--- config.mk ---
export PLATFORM = sky130hd
export DESIGN_NAME = icache_flat
export DESIGN_NICKNAME = d
export VERILOG_FILES = /design/src/rtl/icache_if.sv /design/src/rtl/icache.sv /design/src/flat_wrapper.sv
export SDC_FILE = /design/constraint.sdc
export NUM_CORES = 2
export LEC_CHECK = 0
export BUFFER_PORTS_ARGS = -buffer_cell sky130_fd_sc_hd__buf_4
export CORE_MARGIN = 3
export CORE_UTILIZATION = 55
export CTS_BUF_LIST = sky130_fd_sc_hd__clkbuf_4 sky130_fd_sc_hd__clkbuf_8
export DETAILED_ROUTE_END_ITERATION = 8
export PLACE_DENSITY_LB_ADDON = 0.08
export SKIP_LAST_GASP = 1
export SLEW_MARGIN = 25
export SYNTH_ARGS = -nofsm -noshare
export SYNTH_HDL_FRONTEND = slang
export SYNTH_SLANG_ARGS = --single-unit
--- constraint.sdc ---
create_clock -name clk -period 5.4 [get_ports clk]
set_input_delay 0.54 -clock clk [delete_from_list [all_inputs] [get_ports clk]]
set_output_delay 0.54 -clock clk [all_outputs]
set_load 0.01 [all_outputs]
--- src/rtl/icache_if.sv ---
// icache_if: fetch-side request/response and memory-controller byte path.
// master = fetch unit + controller side, slave = the cache.
interface icache_if;
    logic        if_req;
    logic [17:0] if_addr;
    logic        if_ready;
    logic        out_valid;
    logic [31:0] out_inst;
    logic        flush;
    logic        inv;
    logic        mem_rw_en;
    logic [17:0] mem_addr;
    logic        mem_grant;
    logic [7:0]  mem_din;

    modport master (
        output if_req,
        output if_addr,
        input  if_ready,
        input  out_valid,
        input  out_inst,
        output flush,
        output inv,
        input  mem_rw_en,
        input  mem_addr,
        output mem_grant,
        output mem_din
    );

    modport slave (
        input  if_req,
        input  if_addr,
        output if_ready,
        output out_valid,
        output out_inst,
        input  flush,
        input  inv,
        output mem_rw_en,
        output mem_addr,
        input  mem_grant,
        input  mem_din
    );
endinterface

--- src/rtl/icache.sv ---
// icache: direct-mapped read-only instruction cache, one 32-bit word per line.
// Ports: clk, rst_n (async, active-low), bus (icache_if.slave: fetch + memory).
module icache #(
    parameter int INDEX_BITS = 6
) (
    input  logic    clk,
    input  logic    rst_n,
    icache_if.slave bus
);
    localparam int LINES    = 1 << INDEX_BITS;
    localparam int TAG_BITS = 16 - INDEX_BITS;

    typedef enum logic [1:0] {
        S_IDLE,
        S_FILL,
        S_RESP
    } state_e;

    state_e state_q, state_d;

    logic [LINES-1:0]    valid_q, valid_d;
    logic [TAG_BITS-1:0] tag_arr  [LINES];
    logic [31:0]         data_arr [LINES];

    logic [TAG_BITS-1:0]   tag_q, tag_d;
    logic [INDEX_BITS-1:0] idx_q, idx_d;
    logic [2:0]            issue_cnt_q, issue_cnt_d;
    logic [2:0]            recv_cnt_q, recv_cnt_d;
    logic                  pend_q, pend_d;
    logic [1:0]            pend_idx_q, pend_idx_d;
    logic [31:0]           line_q, line_d;

    logic [INDEX_BITS-1:0] req_idx;
    logic [TAG_BITS-1:0]   req_tag;
    logic                  addr_unused;
    logic                  accept;
    logic                  hit;
    logic                  in_fill;
    logic                  grant_ok;
    logic                  fill_done;

    assign req_idx     = bus.if_addr[INDEX_BITS+1:2];
    assign req_tag     = bus.if_addr[17:INDEX_BITS+2];
    assign addr_unused = ^bus.if_addr[1:0];

    // Lookup uses the array as it stands this cycle, so an inv on the
    // same edge does not hide a hit.
    assign hit    = valid_q[req_idx] && (tag_arr[req_idx] == req_tag);
    assign accept = (state_q == S_IDLE) && bus.if_req && !bus.flush;

    // flush aborts the fill outright: no grant is taken, no byte stored.
    assign in_fill  = (state_q == S_FILL) && !bus.flush;
    // Grants after the fourth issue are stale echoes of the
    // controller's registered enable.
    assign grant_ok = in_fill && bus.mem_grant && (issue_cnt_q < 3'd4);
    assign fill_done = in_fill && pend_q && (recv_cnt_q == 3'd3);

    always_ff @(posedge clk or negedge rst_n) begin
        if (!rst_n) begin
            state_q <= S_IDLE;
        end else begin
            state_q <= state_d;
        end
    end

    always_comb begin
        state_d = state_q;
        unique case (state_q)
            S_IDLE: begin
                if (accept) begin
                    state_d = hit ? S_RESP : S_FILL;
                end
            end
            S_FILL: begin
                if (bus.flush) begin
                    state_d = S_IDLE;
                end else if (fill_done) begin
                    state_d = S_RESP;
                end
            end
            S_RESP: begin
                state_d = S_IDLE;
            end
            default: begin
                state_d = S_IDLE;
            end
        endcase
    end

    always_comb begin
        bus.if_ready  = (state_q == S_IDLE);
        bus.out_valid = (state_q == S_RESP) && !bus.flush;
        bus.out_inst  = line_q;
        bus.mem_rw_en = (state_q == S_FILL) && !bus.flush &&
                        (issue_cnt_q < 3'd4);
        bus.mem_addr  = '0;
        if (state_q == S_FILL) begin
            bus.mem_addr = {tag_q, idx_q, issue_cnt_q[1:0]};
        end
    end

    always_comb begin
        tag_d       = tag_q;
        idx_d       = idx_q;
        issue_cnt_d = issue_cnt_q;
        recv_cnt_d  = recv_cnt_q;
        pend_d      = 1'b0;
        pend_idx_d  = pend_idx_q;
        line_d      = line_q;
        if (accept) begin
            tag_d       = req_tag;
            idx_d       = req_idx;
            issue_cnt_d = '0;
            recv_cnt_d  = '0;
            if (hit) begin
                line_d = data_arr[req_idx];
            end
        end
        if (grant_ok) begin
            pend_d      = 1'b1;
            pend_idx_d  = issue_cnt_q[1:0];
            issue_cnt_d = issue_cnt_q + 3'd1;
        end
        // The byte on mem_din belongs to the grant of the previous cycle.
        if (in_fill && pend_q) begin
            line_d[{pend_idx_q, 3'b000} +: 8] = bus.mem_din;
            recv_cnt_d = recv_cnt_q + 3'd1;
        end
    end

    // A completing fill wins over a simultaneous inv for its own line.
    always_comb begin
        valid_d = bus.inv ? '0 : valid_q;
        if (fill_done) begin
            valid_d[idx_q] = 1'b1;
        end
    end

    always_ff @(posedge clk or negedge rst_n) begin
        if (!rst_n) begin
            valid_q     <= '0;
            tag_q       <= '0;
            idx_q       <= '0;
            issue_cnt_q <= '0;
            recv_cnt_q  <= '0;
            pend_q      <= 1'b0;
            pend_idx_q  <= '0;
            line_q      <= '0;
        end else begin
            valid_q     <= valid_d;
            tag_q       <= tag_d;
            idx_q       <= idx_d;
            issue_cnt_q <= issue_cnt_d;
            recv_cnt_q  <= recv_cnt_d;
            pend_q      <= pend_d;
            pend_idx_q  <= pend_idx_d;
            line_q      <= line_d;
        end
    end

    // Tag/data storage needs no reset; valid_q gates every use.
    always_ff @(posedge clk) begin
        if (fill_done) begin
            tag_arr[idx_q]  <= tag_q;
            data_arr[idx_q] <= line_d;
        end
    end
endmodule

--- src/flat_wrapper.sv ---
// flat-port wrapper written by rule: the top's interface ports become plain ports
module icache_flat 
#(
    parameter int INDEX_BITS = 6
)
  (clk, rst_n, bus_if_req, bus_if_addr, bus_if_ready, bus_out_valid, bus_out_inst, bus_flush, bus_inv, bus_mem_rw_en, bus_mem_addr, bus_mem_grant, bus_mem_din);
  icache_if bus_i ();
  input  logic clk;
  input  logic rst_n;
  input wire logic [$bits(bus_i.if_req)-1:0] bus_if_req;
  input wire logic [$bits(bus_i.if_addr)-1:0] bus_if_addr;
  output wire logic [$bits(bus_i.if_ready)-1:0] bus_if_ready;
  output wire logic [$bits(bus_i.out_valid)-1:0] bus_out_valid;
  output wire logic [$bits(bus_i.out_inst)-1:0] bus_out_inst;
  input wire logic [$bits(bus_i.flush)-1:0] bus_flush;
  input wire logic [$bits(bus_i.inv)-1:0] bus_inv;
  output wire logic [$bits(bus_i.mem_rw_en)-1:0] bus_mem_rw_en;
  output wire logic [$bits(bus_i.mem_addr)-1:0] bus_mem_addr;
  input wire logic [$bits(bus_i.mem_grant)-1:0] bus_mem_grant;
  input wire logic [$bits(bus_i.mem_din)-1:0] bus_mem_din;
  assign bus_i.if_req = bus_if_req;
  assign bus_i.if_addr = bus_if_addr;
  assign bus_if_ready = bus_i.if_ready;
  assign bus_out_valid = bus_i.out_valid;
  assign bus_out_inst = bus_i.out_inst;
  assign bus_i.flush = bus_flush;
  assign bus_i.inv = bus_inv;
  assign bus_mem_rw_en = bus_i.mem_rw_en;
  assign bus_mem_addr = bus_i.mem_addr;
  assign bus_i.mem_grant = bus_mem_grant;
  assign bus_i.mem_din = bus_mem_din;
  icache #(.INDEX_BITS(INDEX_BITS)) u_core (.clk(clk), .rst_n(rst_n), .bus(bus_i));
endmodule
==> metrics.yaml <==
final.setup.tns_ps: 0
synth_top_area_cell: "edfxtp_1"
p_leak_nw: 42.9
p_switching_mw: 9.49
power.share.clock_pct: 40.7
startpoint_type: "register"
finalCritPeriodShare_pct: 82.6
drive_gt1_share_pct: 35.1
drtIter0Drc: 8018
fin_util_pct: 63.6
overflow: 0
vias: 55400
max_freq_ghz: 0.224
routed_wl_um: 311000
grt_pass1_vias: 54100
finalCriticalPeriod_ps: 4460
grt_pass1_wl_um: 431000
n_fill_cell: 13200
crit_fanout: 65
path_cells: "mux4_2 > mux4_2 > a2bb2oi_1 > a211oi_2 > xnor2_1 > or4_1 > or3_2 > or2_1 > buf_12 > a311o_2 > buf_12"
place.detailed.hpwl_um: 162000
power_switching_share_pct: 21.5
synth_edf_count: 2688
synth_simple_gate_area_share_pct: 1.96
synthXorXnorAreaFrac_pct: 0.0404
die_w_um: 450
comb_power_share_pct: 4.3
finalPower_mw: 44.2
cp.buffers_inverters: 2
vias_per_cell: 6.66
seqPwrFrac_pct: 55.0
place_congestion: 0.797
antenna_found_initial: 6
crit_slowest_cell: "or4_1"
slew_headroom_pct: 30.8
grt_usage_pct: 30.9
core-area_um2: 196000
peakVddDrop_v: 0.000280
placed_area_um2: 115000
maxCapViolations: 0
worstSetupEndpointType: "register"
cts_sinks: 2811
synth_top_cells_by_count: "edfxtp_1, mux4_2, mux2i_1"
synthFlopType: "edfxtp_1"
start_util_pct: 55.5
pwr_density_cell_nw_per_um2: 355
postCtsSetupRepairBufs: 0
cpLargestDelayFamily: "simple AND/OR/NAND/NOR gates"
fin_worst_skew_ps: 81.9
hold_violations: 0
clk_pin_slew_ps: 60
clock_latency_ps: 1150
place_worst_setup_slack_ps: 96.4
setup.worst_path.class: "register to register"
post-route-cell-area_um2: 124000
required_ps: 6190
topRoutingLayerUsed: "met4"
synth_top_family_by_area: "multiplexers"
synthMuxAreaShare_pct: 17.5
ctsResizeCount: 0
wl_met1_um: 121000
hold_ws_ps: 42.8
setup_violations: 0
cts_root_buf: "clkbuf_8"
wl_per_cell_um: 37.3
wl_met3_um: 31400
syn_nets: 4839
netlist_area_um2: 109000
post-synth-top-count-cell: "edfxtp_1"
placed_cells: 7499
std_cell_rows: 162
h-tree-depth: 5
yosysWarnings: 0
synth_area_leaders: "edfxtp_1, mux4_2, dfrtp_1"
synthCells: 4799
synth_fa_ha_area_share_pct: 0.0922
worst_pin_slew_ps: 1040
detail-route-antenna-nets: 0
ys_types: 64
yosysTopAreaCellShare_pct: 74.4
cp_slowest_stage_delay_ps: 570
die_h_um: 450
hold_class: "primary input to async pin"
io_buffers: 82
arrival_ps: 5250
p_int_mw: 34.7
synth-seq-cells: 2811
synth-compound-area-share_pct: 1.71
clk_path_buf_depth: 4
met2_length_um: 148000
slew_viol_final: 0
rsz0062_at_grt: "false"
dieArea_um2: 203000
syn_to_final_growth_pct: 14.6
async_reset_ff_share_pct: 4.38
yosysSeqAreaShare_pct: 77.2
nets: 5386
fin_cells: 8327
grt_max_degree: 111
io_pins: 85
first_pass_iters: 6
outcome: "completed"
postLayoutSetupSlackWorst_ps: 941
tritoncts: "yes"
cts_buffers: 449
syn_avg_cell_area_um2: 22.6
drc: 0
-- what timing repair did --
item | in CTS | in global routing
hold endpoints to repair | 147 | 0
endpoints found under the setup margin | 0 | 0
hold buffers | 20 | 0
-- path summary, 6_finish.rpt --
path                                             startpoint                                 to  slack, ps  cells past startpoint
max                         u_core.tag_arr[47][8]$_DFFE_PP_  u_core.data_arr[46][18]$_DFFE_PP_        940                     11
min                                                   rst_n        u_core.tag_q[6]$_DFFE_PN0P_         40                      2
max reg2reg                 u_core.tag_arr[47][8]$_DFFE_PP_  u_core.data_arr[46][18]$_DFFE_PP_        940                     11
min reg2reg                u_core.recv_cnt_q[2]$_DFFE_PN0P_   u_core.recv_cnt_q[2]$_DFFE_PN0P_        500                      2
max in group asynchronous                             rst_n        u_core.tag_q[8]$_DFFE_PN0P_       4240                      3
min in group clk                             bus_mem_din[3]  u_core.bus.out_inst[19]$_DFF_PN0_        130                      4
-- metal layers --
layer | global-route usage, % | vias to the layer above
met5 | 0 | -
met1 | 45.2 | 30100
met3 | 6.35 | 533
met2 | 47.5 | 3294
met4 | 10.1 | 0
li1 | - | 21500
-- state kept, by name, summed over array words and instances, names as in the netlist --
name and flops:
u_core.tag_arr 640, u_core.data_arr 2048, u_core.pend_idx_q 2, u_core.state_q 2
u_core.tag_q 10, u_core.recv_cnt_q 3, u_core.bus.out_inst 32, u_core.valid_q 64
u_core.idx_q 6, u_core.pend_q 1, u_core.issue_cnt_q 3
-- cell usage in the layout (no fill, tap or decap), types with 6 or more instances in the layout --
cell              n
a21oi_1          16
a22o_1            8
a22oi_1          59
a311o_2          28
and2_1           53
buf_12          118
buf_4           231
clkbuf_4        184
clkbuf_8        498
clkinv_1         67
clkinv_2         41
dfrtp_1         114
dfrtp_4           9
diode_2           7
dlygate4sd3_1    20
edfxtp_1       2688
ha_1              8
inv_1            71
mux2_2           19
mux2i_1         142
mux4_2          772
nand2_1         136
nand3_1          60
nand3b_1          6
nand4_1          11
nor2_1           19
nor2_4           64
nor2b_1          10
nor3_1           32
o211ai_1         23
o21ai_0          16
o22ai_1          66
-- power groups by stage --
stage	logic [mW]	registers [mW]	clock network, mW
2_1_floorplan	1.18	24.7	0
3_3_place_gp	1.85	24.7	0
3_5_place_dp	1.87	24.7	0
4_1_cts	1.89	24.3	18.2
5_1_grt	1.99	24.3	19.3
6_report	1.88	24.3	18.0
-- kinds of logic after synthesis --
family,Yosys count
buffers and inverters,352
and+or+nand+nor,437
AOI/OAI and AO/OA,253
DFF,2811
xor gates and xnor gates,5
adders and majority gates,8
muxes,933
-- layout make-up --
cell class	count	area (µm²)	share of cell area, %
inverters	74	280	0.225
flip-flops and latches	2811	83800	67.4
repair buffers	374	4370	3.51
well taps	2624	3280	2.64
clock inverters	119	646	0.519
diodes	7	17.5	0.0141
multi-input cells	1636	23700	19.1
clock buffers	682	8240	6.62
(Power assumes the default switching activity.)
